==> src/rtl/vend_change_dispenser_if.sv <==
// Change-request and hopper signal bundle between the vending FSM / hopper drivers and the dispenser.
interface vend_change_dispenser_if #(
  parameter int unsigned AMT_W = 5
);
  logic             change_valid;
  logic [AMT_W-1:0] change_amt;
  logic             N_empty;
  logic             D_empty;
  logic             Q_empty;
  logic             N_out;
  logic             D_out;
  logic             Q_out;
  logic             busy;
  logic             done;
  logic             fault;
  logic [AMT_W-1:0] rem_amt;

  modport master (
    output change_valid, change_amt, N_empty, D_empty, Q_empty,
    input  N_out, D_out, Q_out, busy, done, fault, rem_amt
  );

  modport slave (
    input  change_valid, change_amt, N_empty, D_empty, Q_empty,
    output N_out, D_out, Q_out, busy, done, fault, rem_amt
  );
endinterface

==> src/rtl/vend_change_dispenser.sv <==
// Coin-return hopper sequencer: pays a nickel-unit change amount greedily (Q, D, N),
// skipping empty hoppers, one coin pulse per GAP_CYCLES+2 cycles.
module vend_change_dispenser #(
  parameter int unsigned AMT_W      = 5,
  parameter int unsigned GAP_CYCLES = 2
) (
  input  logic                     clk,
  input  logic                     reset,
  vend_change_dispenser_if.slave   bus
);
  localparam int unsigned GAP_W = (GAP_CYCLES > 1) ? $clog2(GAP_CYCLES) : 1;

  typedef enum logic [2:0] {
    S_IDLE, S_SELECT, S_PULSE, S_GAP, S_DONE, S_FAULT
  } state_e;

  typedef enum logic [1:0] {COIN_N, COIN_D, COIN_Q} coin_e;

  state_e           state_q, state_d;
  coin_e            coin_q, coin_d;
  logic [AMT_W-1:0] rem_q, rem_d;
  logic [GAP_W-1:0] gap_cnt_q, gap_cnt_d;
  logic             n_out_q, n_out_d;
  logic             d_out_q, d_out_d;
  logic             q_out_q, q_out_d;
  logic             busy_q, busy_d;
  logic             done_q, done_d;
  logic             fault_q, fault_d;
  logic [AMT_W-1:0] coin_val;

  // Value of the coin currently being ejected, in nickel units
  always_comb begin
    coin_val = AMT_W'(1);
    case (coin_q)
      COIN_Q:  coin_val = AMT_W'(5);
      COIN_D:  coin_val = AMT_W'(2);
      default: coin_val = AMT_W'(1);
    endcase
  end

  // Next-state logic; outputs are decoded from the next state so they register with it
  always_comb begin
    state_d   = state_q;
    coin_d    = coin_q;
    rem_d     = rem_q;
    gap_cnt_d = gap_cnt_q;

    case (state_q)
      S_IDLE: begin
        if (bus.change_valid) begin
          rem_d   = bus.change_amt;
          state_d = S_SELECT;
        end
      end
      S_SELECT: begin
        if (rem_q == '0) begin
          state_d = S_DONE;
        end else if (rem_q >= AMT_W'(5) && !bus.Q_empty) begin
          coin_d  = COIN_Q;
          state_d = S_PULSE;
        end else if (rem_q >= AMT_W'(2) && !bus.D_empty) begin
          coin_d  = COIN_D;
          state_d = S_PULSE;
        end else if (!bus.N_empty) begin
          coin_d  = COIN_N;
          state_d = S_PULSE;
        end else begin
          state_d = S_FAULT;
        end
      end
      S_PULSE: begin
        rem_d     = rem_q - coin_val;
        gap_cnt_d = '0;
        state_d   = S_GAP;
      end
      S_GAP: begin
        if (gap_cnt_q == GAP_W'(GAP_CYCLES - 1)) begin
          state_d = S_SELECT;
        end else begin
          gap_cnt_d = gap_cnt_q + GAP_W'(1);
        end
      end
      S_DONE:  state_d = S_IDLE;
      S_FAULT: state_d = S_FAULT;
      default: state_d = S_IDLE;
    endcase

    n_out_d = (state_d == S_PULSE) && (coin_d == COIN_N);
    d_out_d = (state_d == S_PULSE) && (coin_d == COIN_D);
    q_out_d = (state_d == S_PULSE) && (coin_d == COIN_Q);
    busy_d  = (state_d != S_IDLE);
    done_d  = (state_d == S_DONE);
    fault_d = (state_d == S_FAULT);
  end

  always_ff @(posedge clk) begin
    if (reset) begin
      state_q   <= S_IDLE;
      coin_q    <= COIN_N;
      rem_q     <= '0;
      gap_cnt_q <= '0;
      n_out_q   <= 1'b0;
      d_out_q   <= 1'b0;
      q_out_q   <= 1'b0;
      busy_q    <= 1'b0;
      done_q    <= 1'b0;
      fault_q   <= 1'b0;
    end else begin
      state_q   <= state_d;
      coin_q    <= coin_d;
      rem_q     <= rem_d;
      gap_cnt_q <= gap_cnt_d;
      n_out_q   <= n_out_d;
      d_out_q   <= d_out_d;
      q_out_q   <= q_out_d;
      busy_q    <= busy_d;
      done_q    <= done_d;
      fault_q   <= fault_d;
    end
  end

  assign bus.N_out   = n_out_q;
  assign bus.D_out   = d_out_q;
  assign bus.Q_out   = q_out_q;
  assign bus.busy    = busy_q;
  assign bus.done    = done_q;
  assign bus.fault   = fault_q;
  assign bus.rem_amt = rem_q;
endmodule

==> src/flat_wrapper.sv <==
// flat-port wrapper written by rule: the top's interface ports become plain ports
module vend_change_dispenser_flat 
#(
  parameter int unsigned AMT_W      = 5,
  parameter int unsigned GAP_CYCLES = 2
)
  (clk, reset, bus_change_valid, bus_change_amt, bus_N_empty, bus_D_empty, bus_Q_empty, bus_N_out, bus_D_out, bus_Q_out, bus_busy, bus_done, bus_fault, bus_rem_amt);
  vend_change_dispenser_if #(.AMT_W(AMT_W)) bus_i ();
  input  logic clk;
  input  logic reset;
  input wire logic [$bits(bus_i.change_valid)-1:0] bus_change_valid;
  input wire logic [$bits(bus_i.change_amt)-1:0] bus_change_amt;
  input wire logic [$bits(bus_i.N_empty)-1:0] bus_N_empty;
  input wire logic [$bits(bus_i.D_empty)-1:0] bus_D_empty;
  input wire logic [$bits(bus_i.Q_empty)-1:0] bus_Q_empty;
  output wire logic [$bits(bus_i.N_out)-1:0] bus_N_out;
  output wire logic [$bits(bus_i.D_out)-1:0] bus_D_out;
  output wire logic [$bits(bus_i.Q_out)-1:0] bus_Q_out;
  output wire logic [$bits(bus_i.busy)-1:0] bus_busy;
  output wire logic [$bits(bus_i.done)-1:0] bus_done;
  output wire logic [$bits(bus_i.fault)-1:0] bus_fault;
  output wire logic [$bits(bus_i.rem_amt)-1:0] bus_rem_amt;
  assign bus_i.change_valid = bus_change_valid;
  assign bus_i.change_amt = bus_change_amt;
  assign bus_i.N_empty = bus_N_empty;
  assign bus_i.D_empty = bus_D_empty;
  assign bus_i.Q_empty = bus_Q_empty;
  assign bus_N_out = bus_i.N_out;
  assign bus_D_out = bus_i.D_out;
  assign bus_Q_out = bus_i.Q_out;
  assign bus_busy = bus_i.busy;
  assign bus_done = bus_i.done;
  assign bus_fault = bus_i.fault;
  assign bus_rem_amt = bus_i.rem_amt;
  vend_change_dispenser #(.AMT_W(AMT_W), .GAP_CYCLES(GAP_CYCLES)) u_core (.clk(clk), .reset(reset), .bus(bus_i));
endmodule
==> config.mk <==
export PLATFORM = sky130hd
export DESIGN_NAME = vend_change_dispenser_flat
export DESIGN_NICKNAME = d
export VERILOG_FILES = /design/src/rtl/vend_change_dispenser_if.sv /design/src/rtl/vend_change_dispenser.sv /design/src/flat_wrapper.sv
export SDC_FILE = /design/constraint.sdc
export NUM_CORES = 1
export LEC_CHECK = 0
export ABC_AREA = 1
export CAP_MARGIN = 20
export CORE_MARGIN = 3
export CORE_UTILIZATION = 30
export DETAILED_ROUTE_END_ITERATION = 12
export REMOVE_ABC_BUFFERS = 1
export SLEW_MARGIN = 20
export SYNTH_ARGS = -nofsm -noshare
export SYNTH_HDL_FRONTEND = slang
export SYNTH_SLANG_ARGS = --single-unit
export TNS_END_PERCENT = 20
==> constraint.sdc <==
create_clock -name clk -period 3.8 [get_ports clk]
set_input_delay 0.76 -clock clk [delete_from_list [all_inputs] [get_ports clk]]
set_output_delay 0.76 -clock clk [all_outputs]
set_load 0.01 [all_outputs]
==> results.txt <==
----------------------------------------------------
[Run status]
  Run status ... complete, no violations

[Worst setup path]
  Cell breakdown of the critical path ... clkdlybuf4s50_1
  Worst endpoint required time ... 3040 ps
  Maximum fanout count along the critical path ... 6
  Largest delay contributor family on the critical path ... buffers and inverters
  Category of the worst setup path capture point ... primary output
  Worst setup path class ... reg2out
  Cell with the largest stage delay on the worst path ... sky130_fd_sc_hd__clkdlybuf4s50_1
  Worst setup SP type ... register
  Data arrival time at the worst-slack endpoint ... 1340 ps
  Max incr delay on CP ... 580 ps
  Buffer and inverter count on the worst path ... 1
  Register-to-register setup slack ... 1830 ps

[Clock tree]
  Post-CTS setup repair buffer count ... 0
  Total clock buffers created by CTS ... 3
  CTS H-tree depth ... 1
  Clock slew at the register clock pins of the worst setup and hold paths ... 100 ps
  Clock latency on the worst-skew pair ... 300 ps
  Post-cts gate resize count ... 0
  Largest buffer count on any clock path ... 2
  Count of clock tree sinks ... 17
  Hold_buf cts ... 0
  Clk Tree Root Cell ... sky130_fd_sc_hd__clkbuf_4
  CTS tree ... done

[GRT]
  GRT met3 Usage ... 1.86%
  Number of antenna violations at the first check in global routing ... 0
  Global-route met2 utilization ... 18.5%
  Overflow left after global routing ... 0
  Largest net degree at the start of global routing ... 11
  Met1 global-route usage ... 15.7%
  Vias in the first global route ... 854
  Overall fraction of global-route tracks in use ... 11.9%
  Busiest layer in global routing ... met2
  First-pass GRT wire length ... 3.41 mm

[Route]
  DRC viols ... 0
  Wirelength, routed ... 1.95 mm
  Routed len/inst ... 10.3 um
  Final ANT Viol Nets ... 0
  DRT iter0 DRCs ... 25
  Post-detailed-route via-to-cell ratio ... 4.55
  Via count ... 860
  Detailed-routing iteration count for the pre-antenna-repair pass ... 4

[Pwr]
  Relative contribution of the clock network to total power ... 10.2%
  Internal power summed over all cells ... 0.523 mW
  Comb pwr share ... 61.1%
  Sequential share of power ... 28.8%
  Worst supply voltage drop on vdd ... 0.227 mV
  Switching share of power ... 46.4%
  P_sw ... 0.453 mW
  Static Leakage ... 0.566 nW
  Total power per unit cell area ... 809 nW/um^2

[Die]
  Die Ht ... 61.8 um
  X dimension of the die ... 61.8 um
  Row count ... 19
  Area of the placeable core ... 2850 um^2
  Initial standard-cell utilization of the core ... 32.8%
  Die area ... 3820 um^2
  Count of boundary I/O pins ... 22

[Yosys]
  Leading cell types by count after synthesis ... sky130_fd_sc_hd__inv_1 (25), sky130_fd_sc_hd__nand2_1 (24), sky130_fd_sc_hd__nor2_1 (19)
  Cell area after technology mapping ... 935 um^2
  Most repeated cell in the gate-level netlist after synthesis ... sky130_fd_sc_hd__inv_1
  Cell types occupying the most area after synthesis ... sky130_fd_sc_hd__dfxtp_1 (36%), sky130_fd_sc_hd__inv_1 (10%), sky130_fd_sc_hd__nand2_1 (9.6%)
  Number of enable-type register cells in the synthesized netlist ... 0
  Mapped Cells ... 134
  Proportion of synthesized flip-flops having asynchronous set or reset ... 0%
  Flip-flop cell with the highest count after synthesis ... sky130_fd_sc_hd__dfxtp_1
  Unique masters post-synth ... 24
  Flip-flop and latch count after synthesis ... 17
  Average footprint of a synthesized cell ... 6.97 um^2
  Biggest area consumer among synthesized cells ... sky130_fd_sc_hd__dfxtp_1
  Number of synthesis warnings ... 0
  Fraction of synthesized cell area taken by the top area cell type ... 36.4%
  Sequential element share of the synthesized area ... 36.4%

[Timing]
  Max Freq ... 0.477 GHz
  Number of endpoints with negative hold slack in the final report ... 0
  Minimum period implied by the final worst setup slack ... 2100 ps
  Crit path setup slack, layout ... 1700 ps
  Max-slew violation total from the final report ... 0
  RSZ-0062 raised after global routing ... false
  Sum of negative setup slack ... 0 ps
  Number of endpoints failing setup at the final stage ... 0
  Worst slew margin ... 79.5%
  Post-route clock skew ... 4.94 ps
  Share of the clock period used by the worst path ... 55.2%
  Worst hold slack ... 521 ps
  Tightest Pin Transition ... 300 ps

[Finish]
  Post-route standard cell area excluding fillers ... 1210 um^2
  Number of antenna diodes ... 0
  Post-route insts no fill ... 189
  Area used by multi-input combinational logic ... 485 um^2
  Area added between synthesis and finish ... 29.2%
  Total number of nets in the final design ... 174
  Fraction of layout instances using a drive strength above 1 ... 13.9%
  Number of fill cells in the layout ... 302
  Sequential Area ... 340 um^2

[Place]
  Weighted congestion reported at the end of routability-driven placement ... 0.940
  Number of cells in the design after placement ... 185
  Placement-stage worst setup slack ... 1790 ps
  Instance area after placement ... 1180 um^2
  Input/output buffers ... 21
  DPL Wire Length ... 1.60 mm

[Worst hold path]
  HP Class ... reg2reg

[Flow run]
  Number of max-cap violations ... 0

----------------------------------------------------
-- power groups by stage --
stage | Clock (mW) | Sequential [mW] | Combinational [mW]
detailed placement | 0 | 0.286 | 0.600
floorplan | 0 | 0.294 | 0.421
finish | 0.0991 | 0.281 | 0.596
CTS | 0.0993 | 0.283 | 0.606
global placement | 0 | 0.286 | 0.597
global route | 0.108 | 0.292 | 0.691
-- worst paths after layout --
kind | end | start | cells after the start
hold reg to reg | u_core.gap_cnt_q$_SDFFE_PP0P_ | u_core.gap_cnt_q$_SDFFE_PP0P_ | 2
setup reg to reg | u_core.bus.rem_amt[4]$_SDFFE_PP0P_ | u_core.coin_q[0]$_SDFF_PP0_ | 9
hold / removal | u_core.gap_cnt_q$_SDFFE_PP0P_ | u_core.gap_cnt_q$_SDFFE_PP0P_ | 2
setup / recovery | bus_rem_amt[1] | u_core.bus.rem_amt[1]$_SDFFE_PP0P_ | 1
-- layout by cell type (no fill, tap or decap), types with 2 or more instances in the layout --
| cell | synthesis | layout |
|---|---|---|
| sky130_fd_sc_hd__clkbuf_4 | 0 | 3 |
| sky130_fd_sc_hd__o21ai_0 | 7 | 7 |
| sky130_fd_sc_hd__inv_2 | 3 | 3 |
| sky130_fd_sc_hd__ha_1 | 3 | 3 |
| sky130_fd_sc_hd__clkdlybuf4s50_1 | 0 | 21 |
| sky130_fd_sc_hd__a21oi_2 | 2 | 2 |
| sky130_fd_sc_hd__nand3_1 | 5 | 5 |
| sky130_fd_sc_hd__o211ai_1 | 6 | 6 |
| sky130_fd_sc_hd__a21oi_1 | 3 | 3 |
| sky130_fd_sc_hd__nor2_1 | 19 | 19 |
| sky130_fd_sc_hd__nand2_2 | 4 | 4 |
| sky130_fd_sc_hd__o21ai_1 | 2 | 2 |
| sky130_fd_sc_hd__dfxtp_1 | 17 | 17 |
| sky130_fd_sc_hd__nand2_1 | 24 | 24 |
| sky130_fd_sc_hd__inv_1 | 25 | 25 |
| sky130_fd_sc_hd__nor2_2 | 4 | 4 |
-- cell families (layout without fill, tap and decap cells) --
group	after synthesis	after routing	synth area share, %
simple gates	61	61	29.9
buf+inv	29	53	11.6
compound gates	22	22	15.0
flops	17	17	36.4
fa+ha+maj	4	4	6.16
xor+xnor	1	1	0.937
-- sequential cells by signal (all words and copies together), names as in the netlist --
| name | cells |
|---|---|
| u_core.bus.fault | 1 |
| u_core.bus.done | 1 |
| u_core.bus.N_out | 1 |
| u_core.gap_cnt_q | 1 |
| u_core.coin_q | 2 |
| u_core.bus.D_out | 1 |
| u_core.bus.busy | 1 |
| u_core.bus.Q_out | 1 |
| u_core.bus.rem_amt | 5 |
| u_core.state_q | 3 |
-- worst reg2reg max path: cells and delay by family, from the launching register on --
| kind | cells | cell delay, ps |
|---|---|---|
| buf+inv | 2 | 170 |
| compound gates | 3 | 500 |
| fa+ha+maj | 2 | 620 |
| simple gates | 2 | 240 |
| flops | 1 | 340 |
-- final cells by class --
class,count,share of cell area [%]
multi-input combinational,88,40.2
sequential,17,28.2
timing repair buffer,21,17.4
inverter,28,8.70
tap,31,3.21
clock buffer,3,1.87
clock inverter,1,0.415
-- layer usage --
layer  vias to the layer above  wire [um]
met1                       374        949
met3                         2         76
met2                        19        895
met4                         0         26
met5                         -          0
li1                        465          -
-- through the flow --
| step | power [mW] | utilization [%] |
|---|---|---|
| CTS | 0.988 | 42.3 |
| finish | 0.976 | 42.3 |
| detailed placement | 0.886 | 41.4 |
| global placement | 0.883 | 41.4 |
| global route | 1.09 | 42.3 |
| floorplan | 0.715 | - |
Power figures use the tool's default switching activity.
